<file path="src/rtl/pxs_stream_gen.sv">
// pxs_stream_gen: head of the 26-bit overlay pixel stream.
// Generates VGA raster timing from a pair of 10-bit counters and registers one
// stream word per px_clk carrying position, sync, active flag and background RGB.
// Word layout (MSB..LSB): {B,G,R}[25:23], XC[22:13], YC[12:3], HS[2], VS[1], Active[0].
module pxs_stream_gen #(
  parameter int H_ACTIVE = 640,
  parameter int H_FP     = 16,
  parameter int H_SYNC   = 96,
  parameter int H_BP     = 48,
  parameter int V_ACTIVE = 480,
  parameter int V_FP     = 10,
  parameter int V_SYNC   = 2,
  parameter int V_BP     = 33,
  parameter bit HS_POL   = 1'b0,
  parameter bit VS_POL   = 1'b0
) (
  input  logic        px_clk,
  input  logic        reset,
  input  logic        en,
  input  logic [2:0]  bg_rgb,
  output logic [25:0] RGBStr_o,
  output logic        frame_start,
  output logic        line_start
);

  localparam int H_TOTAL = H_ACTIVE + H_FP + H_SYNC + H_BP;
  localparam int V_TOTAL = V_ACTIVE + V_FP + V_SYNC + V_BP;

  // Both totals must fit the 10-bit position fields of the stream word.
  if (H_TOTAL > 1024 || H_TOTAL < 1) begin : g_h_total_check
    $fatal(1, "pxs_stream_gen: H_TOTAL=%0d must be in 1..1024", H_TOTAL);
  end
  if (V_TOTAL > 1024 || V_TOTAL < 1) begin : g_v_total_check
    $fatal(1, "pxs_stream_gen: V_TOTAL=%0d must be in 1..1024", V_TOTAL);
  end

  // Window bounds are held one bit wider than the counters so that bounds equal
  // to 1024 compare correctly.
  localparam logic [10:0] H_ACT_END   = 11'(H_ACTIVE);
  localparam logic [10:0] H_SYNC_BEG  = 11'(H_ACTIVE + H_FP);
  localparam logic [10:0] H_SYNC_END  = 11'(H_ACTIVE + H_FP + H_SYNC);
  localparam logic [10:0] V_ACT_END   = 11'(V_ACTIVE);
  localparam logic [10:0] V_SYNC_BEG  = 11'(V_ACTIVE + V_FP);
  localparam logic [10:0] V_SYNC_END  = 11'(V_ACTIVE + V_FP + V_SYNC);
  localparam logic [9:0]  H_LAST      = 10'(H_TOTAL - 1);
  localparam logic [9:0]  V_LAST      = 10'(V_TOTAL - 1);

  typedef struct packed {
    logic [2:0] rgb;     // {B,G,R}
    logic [9:0] xc;
    logic [9:0] yc;
    logic       hs;
    logic       vs;
    logic       active;
  } px_word_t;

  // Idle word: blank, origin, both syncs at their inactive level.
  localparam px_word_t RESET_WORD = '{
    rgb:    3'b000,
    xc:     10'd0,
    yc:     10'd0,
    hs:     ~HS_POL,
    vs:     ~VS_POL,
    active: 1'b0
  };

  logic [9:0]  r_cx;
  logic [9:0]  r_cy;
  logic [9:0]  w_cx_next;
  logic [9:0]  w_cy_next;
  logic [10:0] w_cx_ext;
  logic [10:0] w_cy_ext;
  logic        w_active;
  px_word_t    w_word;
  px_word_t    r_word;
  logic        r_frame_start;
  logic        r_line_start;

  // Raster counter successor: cx wraps at end of line, cy advances on that wrap.
  always_comb begin
    // NOTE: every combinational output gets a default first so no path leaves it
    // unassigned; an unassigned path would infer a latch.
    w_cx_next = r_cx + 10'd1;
    w_cy_next = r_cy;
    if (r_cx == H_LAST) begin
      w_cx_next = 10'd0;
      w_cy_next = (r_cy == V_LAST) ? 10'd0 : r_cy + 10'd1;
    end
  end

  // Raster counters advance only while en is high.
  always_ff @(posedge px_clk or posedge reset) begin
    if (reset) begin
      // NOTE: state registers use non-blocking assignments so every flop samples
      // the pre-edge values, independent of statement order.
      r_cx <= 10'd0;
      r_cy <= 10'd0;
    end else if (en) begin
      r_cx <= w_cx_next;
      r_cy <= w_cy_next;
    end
  end

  // Stream word for the current counter position; all fields describe the same pixel.
  always_comb begin
    w_cx_ext      = {1'b0, r_cx};
    w_cy_ext      = {1'b0, r_cy};
    w_active      = (w_cx_ext < H_ACT_END) && (w_cy_ext < V_ACT_END);
    w_word        = RESET_WORD;
    w_word.xc     = r_cx;
    w_word.yc     = r_cy;
    w_word.active = w_active;
    w_word.hs     = (w_cx_ext >= H_SYNC_BEG && w_cx_ext < H_SYNC_END) ? HS_POL : ~HS_POL;
    w_word.vs     = (w_cy_ext >= V_SYNC_BEG && w_cy_ext < V_SYNC_END) ? VS_POL : ~VS_POL;
    w_word.rgb    = w_active ? bg_rgb : 3'b000;
  end

  // Output register: loads one word per enabled edge, holds (including pulses) otherwise.
  always_ff @(posedge px_clk or posedge reset) begin
    if (reset) begin
      r_word        <= RESET_WORD;
      r_frame_start <= 1'b0;
      r_line_start  <= 1'b0;
    end else if (en) begin
      r_word        <= w_word;
      r_frame_start <= (r_cx == 10'd0) && (r_cy == 10'd0);
      r_line_start  <= (r_cx == 10'd0);
    end
  end

  assign RGBStr_o    = r_word;
  assign frame_start = r_frame_start;
  assign line_start  = r_line_start;

endmodule

</file>
<file path="config.mk">
export PLATFORM = sky130hd
export DESIGN_NAME = pxs_stream_gen
export DESIGN_NICKNAME = d
export VERILOG_FILES = /design/src/rtl/pxs_stream_gen.sv
export SDC_FILE = /design/constraint.sdc
export NUM_CORES = 1
export LEC_CHECK = 0
export ABC_CLOCK_PERIOD_IN_PS = 5440
export CAP_MARGIN = 20
export CORE_MARGIN = 5
export CORE_UTILIZATION = 50
export CTS_BUF_LIST = sky130_fd_sc_hd__clkbuf_2 sky130_fd_sc_hd__clkbuf_4 sky130_fd_sc_hd__clkbuf_8
export CTS_CLUSTER_SIZE = 8
export DETAILED_ROUTE_END_ITERATION = 8
export GPL_TIMING_DRIVEN = 0
export PLACE_DENSITY = 0.82
export SKIP_CTS_REPAIR_TIMING = 1
export SYNTH_ARGS = -nofsm -noshare
export SYNTH_HDL_FRONTEND = slang
export SYNTH_SLANG_ARGS = --single-unit
</file>
<file path="constraint.sdc">
create_clock -name px_clk -period 5.44 [get_ports px_clk]
set_clock_uncertainty 0.2 [all_clocks]
set_input_delay 1.088 -clock px_clk [delete_from_list [all_inputs] [get_ports px_clk]]
set_output_delay 1.088 -clock px_clk [all_outputs]
set_load 0.05 [all_outputs]
</file>
# After elaboration in Yosys (flattened, before gate mapping)
# Index checks and enable logic that the tools add are counted.
[classes]
n_lt_le_gt_ge = 6
eq_ne = 2
n_reduce_logical = 7
muxes = 5
add_sub_neg = 2
[ops]
columns = ["operator", "n"]
rows = [
  ["10-bit by 1-bit adder with 10-bit output (second input constant)", 2],
  ["10-bit == test (second input constant)", 2],
  ["10-bit zero test", 2],
  ["10-bit < comparator (second input constant)", 2],
  ["10-bit by 9-bit < comparator with 1-bit output (second input constant)", 2],
  ["10-bit two-way mux", 2],
  ["10-bit greater-or-equal comparator (second input constant)", 1],
  ["10-bit by 9-bit greater-or-equal comparator with 1-bit output (second input constant)", 1],
  ["1-bit logical AND", 4],
  ["3-bit two-way mux", 1],
  ["1-bit two-way mux", 2],
  ["2-bit AND reduction", 1],
]
[word_totals]
regBits = 48
elab_cells = 32
in_bits = 6
output_inout_bits = 28

# Depth between registers and ports, before layout
[depth]
ltp_word = 3
depth_mapped = 6
depth_no_buf = 6

# Worst setup path before layout
# No wires, ideal clock.
[synth_path]
path_type = "input -> register"
start = "in en"
end = "reg r_cy[9]"
setup_ns = 0.076
arrival_time_ns = 2.364
required_ns = 5.164
path_buffers = 1
slack_ns = 2.799
cell_stages = 5
path_cell_list = "nand2_1 -> or4_4 -> buf_6 -> or4_1 -> o21ai_1"
[synth_via]
elab_chain_cells = 1
[synth_rtl]
columns = ["item", "line", "rtl"]
rows = [
  ["from (decl)", "19", "input logic en,"],
  ["2-bit AND reduction (no line)", "--", ""],
  ["to (signal assigned)", "100", "r_cy <= w_cy_next;"],
  ["to (decl)", "68", "logic [9:0] r_cy;"],
]
# No other way between the ends.
# A chain may end at the register's enable or synchronous reset.

# Final worst setup path
# Ends and elaborated chain as after synthesis.

==> results.yml <==
outcome:
  status: "completed"
grt:
  grt_overflow_total: 0
  grt_usage_pct: 17.1
  grt_max_degree: 30
  grt_pass1_vias: 1540
  antenna_found_initial: 0
  grt_pass1_wl_um: 7250
finish:
  synthToLayoutAreaGrowth_pct: 23.6
  fin_area_um2: 2630
  n_fill_cell: 319
  nets: 235
  regArea_um2: 1200
  layout_common_cells: "46 x dfrtp_1, 33 x clkdlybuf4s50_1, 19 x mux2_2"
  mostFrequentLayoutCell: "dfrtp_1"
  antenna_cells: 0
  drive_gt1_share_pct: 16.4
  multi_input_area_um2: 838
setup_path:
  critPathCaptureType: "register"
  start_kind: "input port"
  critPathRequiredTime_ps: 5470
  cp.arrival_ps: 3060
  critical_path.max_fanout: 9
  reg2regPathDepth: 6
  regToRegSetupSlack_ps: 3160
  regToRegStartpoint: "r_cx[7]"
  rr_endpoint: "r_cy[9]"
  path_class: "input port to register"
clocking:
  cts_htree_levels: 2
  cts_buffers: 5
  cts_tree: "yes"
  cts.sinks: 48
  cts_buffer_depth: 2
  cts.clk_slew.worst_paths_ps: 90
  worstSkewPairLatency_ps: 300
  root_buffer: "clkbuf_8"
logic_synthesis:
  synth_compound_area_share_pct: 7.41
  netlist_top_cells_area: "dfrtp_1 54%, mux2_2 10%, dfstp_2 2.5%, xnor2_1 2.5%, ha_1 2.4%"
  synth_edf_count: 0
  synthCells: 184
  synth_cell_types: 38
  synth-async-reset-ratio_pct: 100
  syn-num-nets: 194
  synth-seq-cells: 48
  netlist_area_um2: 2130
  synth_xor_area_share_pct: 3.70
  synth_adder_area_share_pct: 2.35
  yosys_warnings: 0
  synthMuxAreaShare_pct: 11.5
  yosys.area.top_type_share_pct: 54.1
  synth_top_family_by_area: "simple AND/OR/NAND/NOR gates"
  synth-main-ff-cell: "dfrtp_1"
  synth_area_leader_cell: "dfrtp_1"
  syn_area_per_cell_um2: 11.6
  synth_simple_gate_area_share_pct: 14.5
  synth_seq_area_share_pct: 56.6
timing:
  setup_viol: 0
  fmax_ghz: 0.330
  rsz0062_at_grt: "false"
  max_slew.worst_pin.slew_ps: 585
  maxSlewHeadroom_pct: 61.0
  fin_tns_setup_ps: 0
  hold_viol_final: 0
  fin_crit_sh_pct: 55.7
  period_minus_slack_ps: 3030
  drv_slew: 0
detailed_routing:
  dr.first_iter.drc_count: 98
  via_per_inst: 5.45
  ant_nets: 0
  vias: 1503
  dr.pass1.iters: 4
  wl_per_cell_um: 15.2
  drc: 0
  drt_wl_total_um: 4200
floorplanning:
  die_area_um2: 5660
  ioPinCount: 34
  core_um2: 4060
  num_rows: 23
  die_x_um: 75.2
  die_h_um: 75.2
  initial_utilization_pct: 52.5
job:
  cap_violations: 0
place:
  hpwl_um: 2990
  portBuffers: 33
  dpl_cell_area_um2: 2540
  gp_congestion: 0.798
power:
  p_leak_uw: 0.00118
  p_sw_uw: 300
  clockPowerShare_pct: 24.0
  switching_share_pct: 33.7
  p_per_area_nw_per_um2: 338
  p_int_uw: 590
  combPwrFrac_pct: 26.0
  ir_drop_v: 0.000217
  seq_power_share_pct: 50.0
worst_hold_path:
  worstHoldPathCells: 2
  hold_start: "RGBStr_o[1]"
  hp-class: "register to register"
  hold-path-endpoint: "RGBStr_o[1]"
[per-stage QoR]
step	power (µW)	hold WS (ps)	util [%]	instances	setup slack, ps
global route	928	331	64.8	276	2280
CTS	896	303	64.8	276	2420
floorplan	603	272	-	184	2800
finish	889	300	64.8	276	2410
global placement	674	266	62.1	267	2110
detailed placement	681	281	62.6	268	2100
[sequential cells by signal, indices dropped and copies added (netlist names)]
signal       flops
frame_start      1
r_cx            10
r_cy            10
RGBStr_o        26
line_start       1
[cell families (layout without fill, tap and decap cells)]
family                   Yosys count  count (layout)
AND/OR/NAND/NOR                   55              55
buffers and inverters             21              63
multiplexers                      22              22
AO/OA/AOI/OAI                     25              25
flip-flops                        48              48
XOR/XNOR                           9               9
adder cells (fa/ha/maj)            4               4
[power by group through the flow]
stage,clock (µW),sequential (µW),combinational [µW]
final,214,444,231
after detailed placement,0,449,232
after global routing,229,451,248
after CTS,220,443,234
after global placement,0,448,226
after floorplan,0,519,84.5
[synthesized netlist by cell type, types with 2 or more instances]
library cell,instances
a21oi_1,5
nor2_1,7
inv_1,13
a22o_1,3
o21ai_0,9
nand2_1,10
nor4_1,4
xnor2_1,6
xor2_1,3
clkbuf_1,6
nand3_1,9
or3_1,2
dfrtp_1,46
nor3_1,3
nand4_1,6
and3_1,3
dfstp_2,2
a21o_1,3
or4_1,2
mux2_2,19
ha_1,4
mux2i_1,3
[worst max-delay path by stage]
stage	from	end	slack [ps]	depth (start not counted)
final	en	r_cy[9]	2410	6
after global routing	en	r_cy[8]	2280	6
after CTS	en	r_cy[9]	2420	6
after detailed placement	en	r_cy[9]	2100	6
after global placement	en	r_cy[9]	2110	6
after floorplan	en	r_cy[9]	2800	5
[metal layers]
metal  routed length, µm  vias up  GRT usage (%)
met5                   0        -              0
met4                  81        0           6.80
met3                 225        8           4.14
met2                1900       35           26.2
met1                1990      725           23.4
li1                    -      735              -
[area by class of cell]
type	instances	area share, %
multi-input cells	115	31.9
repair buffers	34	13.3
flip-flops and latches	48	45.8
well taps	50	2.38
clock inverters	1	0.190
plain buffers	8	1.43
clock buffers	7	3.19
inverters	13	1.86
[critical path: stages]
cell and delay [ps]:
clkdlybuf4s50_1 580, nand2_1 120, or4_4 550, buf_6 150, or4_1 490, o21ai_1 90
No activity file was read; power rests on OpenSTA's default activity.
